--- src/rtl/pulse_proc_pkg.sv ---
// rtl/pulse_proc_pkg.sv - shared types, record layout helpers and saturating add for pulse_processor (PULSE_PROC_TIMESTAMP_EN)
package pulse_proc_pkg;

    typedef enum logic {
        IDLE   = 1'b0,
        ACTIVE = 1'b1
    } state_t;

`ifdef PULSE_PROC_TIMESTAMP_EN
    localparam bit TS_EN = 1'b1;
`else
    localparam bit TS_EN = 1'b0;
`endif

    // Record layout, LSB first: sum, count, max, then the optional timestamp.
    localparam int SUM_OFF = 0;

    function automatic int cnt_off(input int sum_w);
        return sum_w;
    endfunction

    function automatic int max_off(input int sum_w, input int cnt_w);
        return sum_w + cnt_w;
    endfunction

    function automatic int ts_off(input int sum_w, input int cnt_w, input int adc_w);
        return sum_w + cnt_w + adc_w;
    endfunction

    function automatic int rec_w(input int adc_w, input int cnt_w, input int sum_w, input int ts_w);
        return adc_w + cnt_w + sum_w + (TS_EN ? ts_w : 0);
    endfunction

    // Add two unsigned values and clamp to the all-ones value of a w-bit field (w < 64).
    function automatic logic [63:0] sat_add(input logic [63:0] a, input logic [63:0] b, input int w);
        logic [64:0] s;
        logic [63:0] lim;
        lim = (64'd1 << w) - 64'd1;
        s   = {1'b0, a} + {1'b0, b};
        if (s > {1'b0, lim}) begin
            return lim;
        end
        return s[63:0];
    endfunction

endpackage

--- src/rtl/pulse_processor_out_reg.sv ---
// rtl/pulse_processor_out_reg.sv - one-entry valid/ready holding register with drop indication
module pulse_out_reg #(
    parameter int W = 8
) (
    input  logic         clk,
    input  logic         rst,
    input  logic         offer,
    input  logic [W-1:0] offer_data,
    input  logic         out_ready,
    output logic [W-1:0] out_data,
    output logic         out_valid,
    output logic         drop
);

    logic load;

    // A record fits when the slot is empty or is being drained this same cycle.
    assign load = offer && (!out_valid || out_ready);
    assign drop = offer && out_valid && !out_ready;

    // Holding register: load wins over drain so back-to-back records stream at full rate.
    always_ff @(posedge clk) begin
        if (rst) begin
            out_data  <= '0;
            out_valid <= 1'b0;
        end else if (load) begin
            out_data  <= offer_data;
            out_valid <= 1'b1;
        end else if (out_valid && out_ready) begin
            out_valid <= 1'b0;
        end
    end

endmodule

--- src/rtl/pulse_processor.sv ---
// rtl/pulse_processor.sv - hysteresis pulse detector/integrator with one-entry record output (PULSE_PROC_TIMESTAMP_EN)
module pulse_processor
    import pulse_proc_pkg::*;
#(
    parameter int ADC_W  = 8,
    parameter int CNT_W  = 24,
    parameter int SUM_W  = 32,
    parameter int DROP_W = 16,
    parameter int TS_W   = 32,
    localparam int REC_W = rec_w(ADC_W, CNT_W, SUM_W, TS_W)
) (
    input  logic              clk,
    input  logic              rst,
    input  logic [ADC_W-1:0]  adc,
    input  logic [ADC_W-1:0]  arm_th,
    input  logic [ADC_W-1:0]  release_th,
    input  logic [CNT_W-1:0]  min_len,
    input  logic              halt,
    output logic [REC_W-1:0]  out_data,
    output logic              out_valid,
    input  logic              out_ready,
    output logic              busy,
    output logic [DROP_W-1:0] drop_cnt
);

    state_t             state, state_n;
    logic [CNT_W-1:0]   cnt_q, cnt_n;
    logic [SUM_W-1:0]   sum_q, sum_n;
    logic [ADC_W-1:0]   max_q, max_n;
    logic               arm;
    logic               offer;
    logic               drop;
    logic [REC_W-1:0]   rec;

    assign busy = (state == ACTIVE);

    // Pulse FSM: arm above arm_th, continue above release_th, the ending sample is excluded.
    always_comb begin
        state_n = state;
        cnt_n   = cnt_q;
        sum_n   = sum_q;
        max_n   = max_q;
        arm     = 1'b0;
        offer   = 1'b0;
        case (state)
            IDLE: begin
                if (!halt && (adc > arm_th)) begin
                    state_n = ACTIVE;
                    cnt_n   = CNT_W'(1);
                    sum_n   = SUM_W'(adc);
                    max_n   = adc;
                    arm     = 1'b1;
                end
            end
            ACTIVE: begin
                if (halt) begin
                    state_n = IDLE;
                end else if (adc > release_th) begin
                    cnt_n = CNT_W'(sat_add(64'(cnt_q), 64'd1, CNT_W));
                    sum_n = SUM_W'(sat_add(64'(sum_q), 64'(adc), SUM_W));
                    if (adc > max_q) begin
                        max_n = adc;
                    end
                end else begin
                    state_n = IDLE;
                    offer   = (cnt_q >= min_len);
                end
            end
            default: state_n = IDLE;
        endcase
    end

    // State and accumulator registers.
    always_ff @(posedge clk) begin
        if (rst) begin
            state <= IDLE;
            cnt_q <= '0;
            sum_q <= '0;
            max_q <= '0;
        end else begin
            state <= state_n;
            cnt_q <= cnt_n;
            sum_q <= sum_n;
            max_q <= max_n;
        end
    end

`ifdef PULSE_PROC_TIMESTAMP_EN
    logic [TS_W-1:0] ts_cnt;
    logic [TS_W-1:0] ts_lat;

    // Free-running timestamp; its value at the arming edge tags the pulse.
    always_ff @(posedge clk) begin
        if (rst) begin
            ts_cnt <= '0;
            ts_lat <= '0;
        end else begin
            ts_cnt <= ts_cnt + TS_W'(1);
            if (arm) begin
                ts_lat <= ts_cnt;
            end
        end
    end

    assign rec = {ts_lat, max_q, cnt_q, sum_q};
`else
    logic unused_arm;
    assign unused_arm = arm;
    assign rec = {max_q, cnt_q, sum_q};
`endif

    pulse_out_reg #(
        .W(REC_W)
    ) u_out_reg (
        .clk        (clk),
        .rst        (rst),
        .offer      (offer),
        .offer_data (rec),
        .out_ready  (out_ready),
        .out_data   (out_data),
        .out_valid  (out_valid),
        .drop       (drop)
    );

    // Saturating count of records lost to backpressure.
    always_ff @(posedge clk) begin
        if (rst) begin
            drop_cnt <= '0;
        end else if (drop && (drop_cnt != {DROP_W{1'b1}})) begin
            drop_cnt <= drop_cnt + DROP_W'(1);
        end
    end

endmodule

--- config.mk ---
export PLATFORM = sky130hd
export DESIGN_NAME = pulse_processor
export DESIGN_NICKNAME = d
export VERILOG_FILES = /design/src/rtl/pulse_proc_pkg.sv /design/src/rtl/pulse_processor_out_reg.sv /design/src/rtl/pulse_processor.sv
export SDC_FILE = /design/constraint.sdc
export NUM_CORES = 1
export LEC_CHECK = 0
export BUFFER_PORTS_ARGS = -buffer_cell sky130_fd_sc_hd__buf_2
export CAP_MARGIN = 20
export CORE_MARGIN = 10
export CORE_UTILIZATION = 50
export CTS_BUF_LIST = sky130_fd_sc_hd__clkbuf_8
export DETAILED_ROUTE_END_ITERATION = 10
export GPL_TIMING_DRIVEN = 1
export PLACE_DENSITY = 0.72
export RECOVER_POWER = 50
export SLEW_MARGIN = 10
export SYNTH_ARGS = -nofsm -noshare
export SYNTH_HDL_FRONTEND = slang
export SYNTH_SLANG_ARGS = --single-unit
--- constraint.sdc ---
create_clock -name clk -period 2.9 [get_ports clk]
set_input_delay 0.29 -clock clk [delete_from_list [all_inputs] [get_ports clk]]
set_output_delay 0.29 -clock clk [all_outputs]
set_load 0.03 [all_outputs]
# Word-level counts from Yosys, hierarchy flattened
# Cells that the tools add are included.
[op_classes] n_addsub=3 n_mux=34 n_lt_le_gt_ge=6 eq_ne=5 bitwise=1 n_reduce_logical=13
[ops] operator="$mux 32" count=5
[ops] operator="$mux 24" count=5
[ops] operator="$pmux 32 s2" count=1
[ops] operator="$pmux 24 s2" count=1
[ops] operator="$add 32x8->33" count=1
[ops] operator="$gt 33x32->1 const B" count=1
[ops] operator="$mux 8" count=4
[ops] operator="$add 24x1->25 const B" count=1
[ops] operator="$gt 25x24->1 const B" count=1
[ops] operator="$ge 24x24->1" count=1
[ops] operator="$gt 8x8->1" count=3
[ops] operator="$add 16x1->16 const B" count=1
[ops] operator="$mux 1" count=16
[ops] operator="$ne 16x16->1 const B" count=1
[ops] operator="$pmux 8 s2" count=1
[ops] operator="$logic_and 1x1->1" count=6
[ops] operator="$ne 2x1->1 const B" count=2
[ops] operator="$ne 2x2->1 const B" count=2
[ops] operator="$reduce_and 4->1" count=1
[ops] operator="$logic_not 1->1" count=3
[ops] operator="$reduce_and 3->1" count=1
[ops] operator="$pmux 1 s2" count=1
[ops] operator="$reduce_bool 2->1" count=1
[ops] operator="$logic_or 1x1->1" count=1
[ops] operator="$not 1->1" count=1
[word_totals] register_bits=146 out_inout_bits=82 word_cells=69 input_bits=52

# Depth between registers and ports, before layout
# Gate-level depths: netlist of the first run.
[depth] ltp_word=10 mapped_depth=11

# Modules after synthesis
# From an unflattened synthesis of the first run, not the netlist that was laid out.
[unflattened] cells_unflattened=1007 hier_area_um2=8513.2
[by_module_without_submodules] mod="pulse_processor" n_inst=1 area_per_inst_um2=5537.8 cells_per_inst=724 seq_area_each_um2=1621.6
[by_module_without_submodules] mod="pulse_out_reg" n_inst=1 area_per_inst_um2=2975.4 cells_per_inst=283 seq_area_each_um2=1301.2

# Least setup slack after synthesis of the first run
# OpenSTA, ideal clock, no wires.
[synth_path] path_type="reg-to-reg" start="reg sum_q[0]" end="reg sum_q[24]" arrival_ns=2.436 synth_period_minus_slack_ns=2.569 stages_incl_launch_ff=11 path_slack_ns=0.331 required_ns=2.767 cell_sequence="dfxtp_1 ha_1 inv_1 fa_1 nor2b_1 o211a_1 o21ai_0 a211oi_1 nand2_1 nor4b_1 nor3_1"
[synth_via] elab_chain_len=10
[synth_rtl] element="from (decl)" line="pulse_processor.sv:28" text="logic [SUM_W-1:0] sum_q, sum_n;"
[synth_rtl] element="from (signal assigned)" line="pulse_processor.sv:83" text="sum_q <= sum_n;"
[synth_rtl] element="$add 32x8->33 (*)" line="pulse_proc_pkg.sv:39" text="s = {1'b0, a} + {1'b0, b};"
[synth_rtl] element="$gt 33x32->1" line="pulse_proc_pkg.sv:40" text="if (s > {1'b0, lim}) begin"
[synth_rtl] element="$mux 1" line="pulse_proc_pkg.sv:40"
[synth_rtl] element="$mux 1" line="pulse_processor.sv:58" text="end else if (adc > release_th) begin"
[synth_rtl] element="$mux 1" line="pulse_processor.sv:56" text="if (halt) begin"
[synth_rtl] element="$mux 1" line="pulse_processor.sv:45" text="case (state)"
[synth_rtl] element="$mux 32 (*)" line="pulse_proc_pkg.sv:43" text="return s[63:0];"
[synth_rtl] element="$mux 32 (*)" line="pulse_processor.sv:58"
[synth_rtl] element="$mux 32 (*)" line="pulse_processor.sv:56"
[synth_rtl] element="$pmux 32 s2 (*)" line="pulse_processor.sv:45"
# Every way passes the cells marked *; elsewhere a longest branch is shown, timed or not. The select of a mux whose other input is x is not followed.
# A chain may end at the register's enable or synchronous reset.

# Worst setup path in the final report of the first run
[layout_path] start="reg sum_q[0]" end="reg sum_q[4]"
# Same word-level chain as after synthesis.

==> results.tsv, run 1 <==
stage	metric	value	unit
cells_and_area	diodes	0	
pwr	p_leak	3.824	nW
sta	max_slew_margin	34.64	%
pwr	ir_drop	0.2815	mV
global_routing	grt_overflow	0	
global_routing	grt_max_degree	86	
route	wl_per_cell	16.58	um
floorplan	dieWidth	150.8	um
sta	slew_viol_final	0	
setup_path	r2r_cells	12	
pwr	clock_power_share	38.1	%
route	viasPerCell	5.793	
global_routing	grt_use_met3	4.594	%
setup_path	start_kind	flip-flop	
clocking	cts_tree	built	
route	drc_errors	0	
route	drt_iter0_drc	678	
route	vias	8440	
route	first_pass_iters	5	
floorplan	die_y	150.8	um
setup_path	end_kind	flip-flop	
global_routing	met2_usage	34.35	%
setup_path	r2r_slack	0.15	ns
synth	synth.distinct_cells	73	
sta	holdWs	0.1913	ns
synth	synth_warnings	0	
hold_path	whs_path_depth	3	
setup_path	crit_fanout	6	
sta	hold_viol_final	0	
sta	setup_viol	0	
setup_path	path_cells	ha_1 > inv_1 > fa_1 > nor2b_2 > o211a_1 > o21ai_0 > buf_4 > a211o_4 > o21ai_1 > buf_4 > o221ai_1 > a21oi_1	
cells_and_area	area_growth	18.55	%
flow_run	cap_violations	0	
pwr	p_switching	0.001125	W
clocking	cts_root_buffer	clkbuf_8	
setup_path	crit_path_top_delay_cell	fa_1	
cells_and_area	num-nets-final	1336	
place	placed_cell_area	9829	um^2
setup_path	crit_top_cell	buf_4	
synth	synth_top_family_by_area	compound AO/OA/AOI/OAI gates	
synth	synth-edff-count	0	
floorplan	row_count	47	
synth	yosys-mux-area-fraction	1.433	%
clocking	clockBufferDepth	2	
pwr	p_total	0.003969	W
route	ant_nets	0	
clocking	htreeDepth	4	
hold_path	hold_path.class	in -> reg	
synth	syn_area_per_cell	7.991	um^2
floorplan	core	16700	um^2
global_routing	grt_pass1_vias	7884	
sta	tightest_slew	0.9752	ns
setup_path	critical_path_class	reg -> reg	
synth	synth_seq_cells	146	
clocking	cts_made_buffers	17	
pwr	switching_share	28.35	%
route	wirelength	24150	um
synth	yosys.area_share.adder	8.860	%
setup_path	cpPeakStageDelay	0.40	ns
pwr	power_frac_seq	51.2	%
synth	synthXorXnorAreaFrac	0.8187	%
synth	synth-compound-area-share	25.29	%
synth	syn_inst	1071	
run_status	outcome	finished clean	
clocking	clock_latency	0.47	ns
place	io_buffer_count	133	
pwr	powerDensity	391.2	nW/um^2
synth	synth_ff_type	dfxtp_1	
global_routing	use_met1	26.65	%
pwr	intPower	0.002844	W
global_routing	grt_busiest_layer	met2	
sta	period_share	94.95	%
sta	fmax	363.2	MHz
clocking	cts.sinks	146	
cells_and_area	instances_no_fill	1457	
global_routing	grt_usage	20.68	%
clocking	cts.clk_slew.worst_paths	0.08	ns
sta	skew	0.01924	ns
synth	synth_area	8558	um^2
floorplan	ios	134	
place	globalplace.congestion	0.8749	
synth	syn-num-nets	1183	
cells_and_area	drive_above_1_share	18.03	%
synth	ys_seq_area_share	34.15	%
global_routing	grt_first_pass_wirelength	39010	um
place	place_inst	1424	
floorplan	dieArea	22750	um^2
cells_and_area	fill_cells	1590	
setup_path	required	3.28	ns
setup_path	arrival	3.14	ns
place	dp_hpwl	17520	um
floorplan	initial_core_util	51.24	%
global_routing	antenna_found_initial	0	
synth	synthSimpleGateAreaFrac	23.26	%
cells_and_area	final_area	10150	um^2
pwr	comb_power_share	10.6	%
sta	period_needed	2.754	ns
synth	async_reset_ff_share	0	%
synth_stat cells, types with 6 or more instances:
library cell / n / share of area [%]
nand2b_1: 7 / 0.51
nor4_1: 10 / 0.73
nor2b_1: 10 / 0.73
o31ai_1: 9 / 0.79
o21a_1: 6 / 0.53
dfxtp_1: 146 / 34
nand2_1: 65 / 2.9
clkbuf_1: 57 / 2.5
o21ai_0: 128 / 7.5
buf_2: 9 / 0.53
a311oi_1: 6 / 0.61
xnor2_1: 6 / 0.61
a21o_1: 8 / 0.70
nand4_1: 15 / 1.1
mux2i_1: 10 / 1.2
nor2_1: 65 / 2.9
o221ai_1: 6 / 0.61
o211ai_1: 15 / 1.3
nor3_1: 10 / 0.58
and3_1: 14 / 1.0
and2_1: 6 / 0.44
nand3b_1: 6 / 0.53
or3b_2: 42 / 4.3
inv_1: 64 / 2.8
nand3_1: 34 / 2.0
ha_1: 59 / 8.6
or3_1: 24 / 1.8
and4_1: 8 / 0.82
a31oi_1: 15 / 1.1
or4_1: 11 / 0.96
a211oi_1: 15 / 1.3
a21oi_1: 120 / 7.0
layer usage:
metal / up-vias / routed length [um]
met3: 27 / 1434
li1: 4241 / -
met1: 3956 / 10940
met2: 216 / 11480
met5: - / 0
met4: 0 / 302
cell type report:
class                      count  area (um^2)  area share, %
timing repair buffer         204         1169          11.52
tap                          220        275.3          2.713
inverter                      64        240.2          2.368
clock inverter                14        121.4          1.196
clock buffer                  18        247.7          2.442
sequential                   146         2925          28.83
multi-input combinational    791         5167          50.93
through the flow:
step	setup slack, ns	utilization [%]	TNS (ns)
2_1_floorplan	0.3312	-	0
3_3_place_gp	-0.2285	58.86	-3.932
3_5_place_dp	-0.2449	58.86	-3.744
4_1_cts	0.01349	61.10	0
5_1_grt	-0.01312	60.75	-0.01436
6_report	0.1463	60.75	0
critical path, delay by kind of cell, from the launching register on:
family	cells	cell delay [ns]
buf+inv	3	0.43
compound gates	6	1.10
simple gates	1	0.16
fa+ha+maj	2	0.61
flops	1	0.38
sequential cells by signal, summed over array words and instances, names as in the netlist:
name,cells
cnt_q,24
u_out_reg.out_valid,1
u_out_reg.out_data,64
max_q,8
drop_cnt,16
sum_q,32
busy,1
placed cells by master, fill, tap and decap left out, types with 51 or more instances in the layout:
master	synthesis	layout
clkbuf_1	57	84
a21oi_1	120	119
nor2_1	65	65
dfxtp_1	146	144
nand2_1	65	65
buf_4	2	63
o21ai_0	128	126
buf_2	9	51
inv_1	64	64
ha_1	59	59
final timing paths:
path / from / end
setup / recovery: sum_q[0] / sum_q[4]
hold / removal: adc[0] / max_q[0]
setup reg to reg: sum_q[0] / sum_q[4]
hold reg to reg: u_out_reg.out_data[18] / u_out_reg.out_data[18]
what timing repair did:
item | CTS | global route
hold buffers | 0 | 0
gates resized for setup | 1 | 8
setup buffers | 0 | 0
gates cloned | 0 | 1
pin swaps | 0 | 4
endpoints found under the setup margin | 24 | 23
power by group through the flow:
| stage | registers [W] | clock network (W) | logic, W |
|---|---|---|---|
| floorplan | 0.00208 | 0 | 0.000254 |
| global placement | 0.00208 | 0 | 0.000409 |
| detailed placement | 0.00208 | 0 | 0.000416 |
| CTS | 0.00203 | 0.00154 | 0.000419 |
| global route | 0.00204 | 0.00162 | 0.000474 |
| finish | 0.00203 | 0.00151 | 0.000422 |
logic make-up after synthesis:
logic type | after synthesis
flops | 146
fa+ha+maj | 60
xor+xnor | 8
buf+inv | 134
mux | 12
compound gates | 363
simple gates | 348
Note: power is estimated with default switching activity, not from simulation.
==> run 2, diff against run 1 <==
CORE_UTILIZATION = 59   (was 50)
PLACE_DENSITY = 0.83   (was 0.72)
==> results.tsv, run 2 (synthesis gave the netlist of run 1 again) <==
stage	metric	value	unit	change
floorplan	core	14040	um^2	-16%
sta	max_slew_margin	33.82	%	-0.82 points
cells_and_area	instances_no_fill	1413		-3.0%
setup_path	crit_fanout	23		+17
clocking	htreeDepth	4		unchanged
clocking	clockBufferDepth	2		unchanged
sta	fmax	364.8	MHz	+0.45%
floorplan	die_y	140.4	um	-6.9%
floorplan	dieWidth	140.4	um	-6.9%
global_routing	grt_max_degree	106		+23%
pwr	powerDensity	415.6	nW/um^2	+6.2%
setup_path	r2r_cells	10		-2
setup_path	crit-reg2reg-launch	sum_q[0]		
sta	hold_viol_final	0		unchanged
place	io_buffer_count	133		unchanged
global_routing	antenna_found_initial	0		unchanged
global_routing	grt_overflow	0		unchanged
setup_path	critical_path_class	reg -> reg		
route	viasPerCell	6.105		+5.4%
setup_path	reg2reg_to	sum_q[20]		
clocking	cts_root_buffer	clkbuf_8		
clocking	cts_made_buffers	17		unchanged
floorplan	ios	134		unchanged
route	drt_iter0_drc	881		+30%
sta	rsz0062_at_grt	false		
run_status	outcome	finished clean		
hold_path	hold_path.class	in -> reg		
sta	slew_viol_final	0		unchanged
clocking	cts.clk_slew.worst_paths	0.08	ns	about the same
place	globalplace.congestion	0.9262		+5.9%
cells_and_area	fin_util	71.83	%	+11 points
cells_and_area	reg_top3	u_out_reg.out_data: 64 flops, sum_q: 32 flops, cnt_q: 24 flops		
setup_path	r2r_slack	0.16	ns	about the same
cells_and_area	num-nets-final	1332		-0.30%
cells_and_area	top_register	u_out_reg.out_data		
place	dp_hpwl	17300	um	-1.2%
cells_and_area	final_area	10090	um^2	-0.58%
sta	skew	0.01999	ns	+0.0007512 ns
place	placed_cell_area	9762	um^2	-0.69%
pwr	ir_drop	0.2793	mV	-0.78%
route	first_pass_iters	5		unchanged
flow_run	cap_violations	0		unchanged
floorplan	row_count	43		-8.5%
cells_and_area	final_common_cell	dfxtp_1		
cells_and_area	drive_above_1_share	16.95	%	-1.1 points
setup_path	crit_start	sum_q[0]		
clocking	cts_tree	built		
floorplan	initial_core_util	60.95	%	+9.7 points
clocking	clock_latency	0.47	ns	about the same
setup_path	arrival	3.11	ns	-0.03 ns
global_routing	grt_first_pass_wirelength	39210	um	+0.51%
global_routing	grt_usage	23.16	%	+2.5 points
setup_path	endpoint	sum_q[20]		
route	wirelength	23730	um	-1.7%
setup_path	required	3.27	ns	about the same
route	ant_nets	0		unchanged
setup_path	start_kind	flip-flop		
cells_and_area	largest_reg_flops	64		unchanged
floorplan	dieArea	19720	um^2	-13%
pwr	p_leak	3.810	nW	-0.37%
sta	period_needed	2.741	ns	-0.01245 ns
route	wl_per_cell	16.79	um	+1.3%
pwr	p_total	0.004192	W	+5.6%
setup_path	end_kind	flip-flop		
sta	tightest_slew	0.9891	ns	+0.01394 ns
sta	period_share	94.52	%	-0.43 points
clocking	cts.sinks	146		unchanged
place	place_inst	1380		-3.1%
cells_and_area	diodes	0		unchanged
global_routing	grt_pass1_vias	8325		+5.6%
sta	setup_viol	0		unchanged
route	vias	8627		+2.2%
route	drc_errors	0		unchanged
sta	holdWs	0.1799	ns	-0.01143 ns
cells_and_area	area_growth	17.87	%	
cells_and_area	most-common-layout-cells	dfxtp_1 (146), o21ai_0 (128), a21oi_1 (119), clkbuf_1 (89)		
## run 2: changes by cell type in the layout (fill, tap and decap cells not counted), moves of 3 or more
cell,before,now
inv_6,5,1
clkinv_2,1,4
bufinv_16,0,4
buf_4,63,53
clkbuf_1,84,89
## run 2: stage by stage
stage	setup WS [ns]	TNS, ns
floorplan	0.3312	0
global placement	-0.03450	-0.1178
detailed placement	-0.08079	-1.491
CTS	0.1413	0
global route	0.02537	0
finish	0.1588	0
## run 2: worst min path at each step
stage | startpoint | cells past startpoint | to | slack [ns]
2_1_floorplan | adc[1] | 2 | max_q[1] | 0.44
3_3_place_gp | u_out_reg.out_data[28] | 2 | u_out_reg.out_data[28] | 0.45
3_5_place_dp | u_out_reg.out_data[20] | 2 | u_out_reg.out_data[20] | 0.46
4_1_cts | adc[0] | 3 | max_q[0] | 0.15
5_1_grt | adc[0] | 3 | max_q[0] | 0.20
6_report | adc[0] | 3 | max_q[0] | 0.18
## run 2: area by class of cell
cell class                 instances  area [um^2]
clock inverter                    14        186.4
fill                            1202         3955
tap                              180        225.2
inverter                          64        240.2
multi-input combinational        791         5152
clock buffer                      18        247.7
sequential                       146         2923
timing repair buffer             200         1112
## run 2: metal layers
| metal | vias to the layer above | wire [um] | global-route usage (%) |
|---|---|---|---|
| met5 | - | 0 | 0 |
| met4 | 0 | 514 | 8.967 |
| met3 | 49 | 1604 | 5.781 |
| met2 | 302 | 11660 | 39.24 |
| met1 | 4042 | 9956 | 27.44 |
| li1 | 4234 | - | - |
## run 2: where the power goes
group	total [W]	switching (W)	internal (W)	leakage (nW)
combinational	0.000407	0.000236	0.000171	2.41
clock	0.00175	0.000796	0.000956	0.224
sequential	0.00203	0.0000134	0.00202	1.18
## run 2: critical path, stage by stage (launching register included)
cell	delay, ns
dfxtp_1	0.38
ha_1	0.21
inv_1	0.06
fa_1	0.38
nor2b_1	0.18
o211a_1	0.16
o21ai_1	0.13
a2111oi_4	0.48
buf_12	0.22
nor2_2	0.09
a311oi_2	0.35
## run 2: timing repair
action | CTS | global route
resized for setup | 1 | 2
endpoints found under the hold margin | 0 | 0
setup buffers | 0 | 1
hold buffers | 0 | 0
pin swaps | 0 | 2
setup endpoints to repair | 52 | 37
==> run 3, diff against run 2 <==
==> constraint.sdc (replaced) <==
create_clock -name clk -period 2.9 [get_ports clk]
set_input_delay 0.58 -clock clk [delete_from_list [all_inputs] [get_ports clk]]
set_output_delay 0.58 -clock clk [all_outputs]
set_load 0.03 [all_outputs]
==> results.tsv, run 3 (synthesis gave the netlist of run 1 again) <==
stage	metric	value	unit	change
route	drt_iter0_drc	709		-20%
cells_and_area	top_register	u_out_reg.out_data		
route	ant_nets	0		unchanged
route	wl_per_cell	16.51	um	-1.7%
clocking	clock_latency	0.46	ns	about the same
hold_path	hold_path.class	in -> reg		
cells_and_area	reg_top3	u_out_reg.out_data: 64 flops, sum_q: 32 flops, cnt_q: 24 flops		
clocking	ctsHoldBuffers	0		unchanged
flow_run	cap_violations	0		unchanged
floorplan	ios	134		unchanged
cells_and_area	most-common-layout-cells	dfxtp_1 (146), o21ai_0 (127), a21oi_1 (119), clkbuf_1 (86), buf_4 (73)		
setup_path	arrival	3.09	ns	-0.02 ns
clocking	cts.sinks	146		unchanged
setup_path	path_cells	ha_1 > a21oi_1 > o21ai_0 > buf_4 > a211oi_2 > o211ai_1 > nand3_4 > buf_12 > clkbuf_1 > o21ai_0 > a21oi_1		
floorplan	core	14040	um^2	unchanged
place	placed_cell_area	9902	um^2	+1.4%
clocking	cts_tree	built		
pwr	p_switching	0.0009785	W	-6.4%
place	io_buffer_count	133		unchanged
sta	max_slew_margin	39.18	%	+5.4 points
global_routing	grt_usage	23.07	%	-0.088 points
global_routing	grt_pass1_vias	8302		-0.28%
sta	setup_viol	0		unchanged
place	dp_slack	-0.2274	ns	-0.1466 ns
global_routing	grt_overflow	0		unchanged
global_routing	grt_max_degree	92		-13%
sta	skew	0.01044	ns	-0.009553 ns
hold_path	whs_path_depth	3		unchanged
setup_path	required	3.29	ns	+0.02 ns
sta	period_needed	2.704	ns	-0.03745 ns
cells_and_area	area_growth	18.45	%	
pwr	ir_drop	0.2793	mV	about the same
pwr	switching_share	24.86	%	-0.074 points
sta	hold_viol_final	0		unchanged
pwr	powerDensity	388.3	nW/um^2	-6.6%
clocking	cts.clk_slew.worst_paths	0.08	ns	about the same
sta	holdWs	0.4506	ns	+0.2707 ns
pwr	p_leak	3.868	nW	+1.5%
setup_path	start_kind	flip-flop		
floorplan	dieWidth	140.4	um	unchanged
sta	layout_setup_ws	0.1962	ns	+0.03745 ns
sta	rsz0062_at_grt	false		
clocking	clockBufferDepth	2		unchanged
cells_and_area	fill_cells	1160		-3.5%
cells_and_area	diodes	0		unchanged
setup_path	crit_fanout	9		-61%
place	globalplace.congestion	0.9309		+0.51%
pwr	power_frac_seq	51.7	%	+3.2 points
global_routing	grt_first_pass_wirelength	39120	um	-0.24%
floorplan	die_y	140.4	um	unchanged
global_routing	antenna_found_initial	0		unchanged
sta	slew_viol_final	0		unchanged
setup_path	cpPeakStageDelay	0.44	ns	-0.04 ns
pwr	intPower	0.002957	W	-6.0%
route	drc_errors	0		unchanged
floorplan	initial_core_util	60.95	%	unchanged
route	first_pass_iters	5		unchanged
cells_and_area	final_area	10140	um^2	+0.50%
floorplan	row_count	43		unchanged
cells_and_area	num-nets-final	1349		+1.3%
route	vias	8589		-0.44%
setup_path	end_kind	flip-flop		
cells_and_area	drive_above_1_share	17.83	%	+0.88 points
setup_path	critical_path_class	reg -> reg		
clocking	htreeDepth	4		unchanged
pwr	comb_power_share	10.8	%	+1.1 points
floorplan	dieArea	19720	um^2	unchanged
setup_path	r2r_cells	11		+1
cells_and_area	fin_util	72.19	%	+0.36 points
setup_path	crit_path_top_delay_cell	dfxtp_1		
clocking	cts_made_buffers	17		unchanged
route	wirelength	23520	um	-0.88%
place	dp_hpwl	17560	um	+1.5%
sta	period_share	93.23	%	-1.3 points
cells_and_area	final_common_cell	dfxtp_1		
pwr	clock_power_share	37.5	%	-4.3 points
clocking	cts_root_buffer	clkbuf_8		
route	viasPerCell	6.027		-1.3%
sta	fmax	369.9	MHz	+1.4%
run_status	outcome	finished clean		
sta	tightest_slew	0.9123	ns	-0.07684 ns
cells_and_area	largest_reg_flops	64		unchanged
run 3: cell types whose count changed in the layout (fill, tap and decap cells not counted), sizes merged:
| cell | before | now |
|---|---|---|
| buf | 110 | 130 |
| bufinv | 4 | 2 |
| clkbuf | 108 | 105 |
| clkinv | 7 | 5 |
| clkinvlp | 1 | 0 |
run 3: routing by layer:
| layer | GRT usage, % | up-vias | wire (um) |
|---|---|---|---|
| met5 | 0 | - | 0 |
| met2 | 38.74 | 278 | 11350 |
| met1 | 28.08 | 3997 | 10200 |
| li1 | - | 4273 | - |
| met3 | 4.564 | 41 | 1445 |
| met4 | 9.620 | 0 | 533 |
run 3: metrics by stage:
stage / total power [W] / instances / setup TNS [ns]
2_1_floorplan: 0.002333 / 1071 / 0
3_3_place_gp: 0.002492 / 1397 / -4.903
3_5_place_dp: 0.002504 / 1397 / -11.08
4_1_cts: 0.003949 / 1424 / 0
5_1_grt: 0.004080 / 1425 / 0
6_report: 0.003936 / 1425 / 0
run 3: power groups by stage:
stage | clock [W] | sequential, W | combinational [W]
2_1_floorplan | 0 | 0.00208 | 0.000254
3_3_place_gp | 0 | 0.00208 | 0.000413
3_5_place_dp | 0 | 0.00208 | 0.000424
4_1_cts | 0.00149 | 0.00203 | 0.000427
5_1_grt | 0.00157 | 0.00204 | 0.000474
6_report | 0.00148 | 0.00203 | 0.000425
run 3: worst paths after layout:
path	startpoint	end	slack, ns
setup / recovery	cnt_q[9]	drop_cnt[14]	0.20
hold / removal	adc[0]	max_q[0]	0.45
setup reg to reg	cnt_q[9]	drop_cnt[14]	0.20
hold reg to reg	u_out_reg.out_data[11]	u_out_reg.out_data[11]	0.48
run 3: final cells by class:
type	count	area [um^2]	area share, %
tap	180	225.2	2.222
clock buffer	18	247.7	2.444
inverter	64	240.2	2.370
clock inverter	9	96.34	0.9504
multi-input combinational	791	5139	50.69
timing repair buffer	217	1266	12.49
sequential	146	2923	28.83
run 3: repair_timing:
| item | 4_1_cts | 5_1_grt |
|---|---|---|
| setup buffers | 0 | 1 |
| hold endpoints to repair | 0 | 0 |
| setup endpoints to repair | 0 | 38 |
| gates resized for setup | 0 | 2 |
run 3: critical path, delay by kind of cell, from the launching register on:
family / cells / cell delay, ns
DFF: 1 / 0.44
and+or+nand+nor: 1 / 0.21
buffers and inverters: 3 / 0.59
AOI/OAI and AO/OA: 6 / 1.08
adders and majority gates: 1 / 0.29
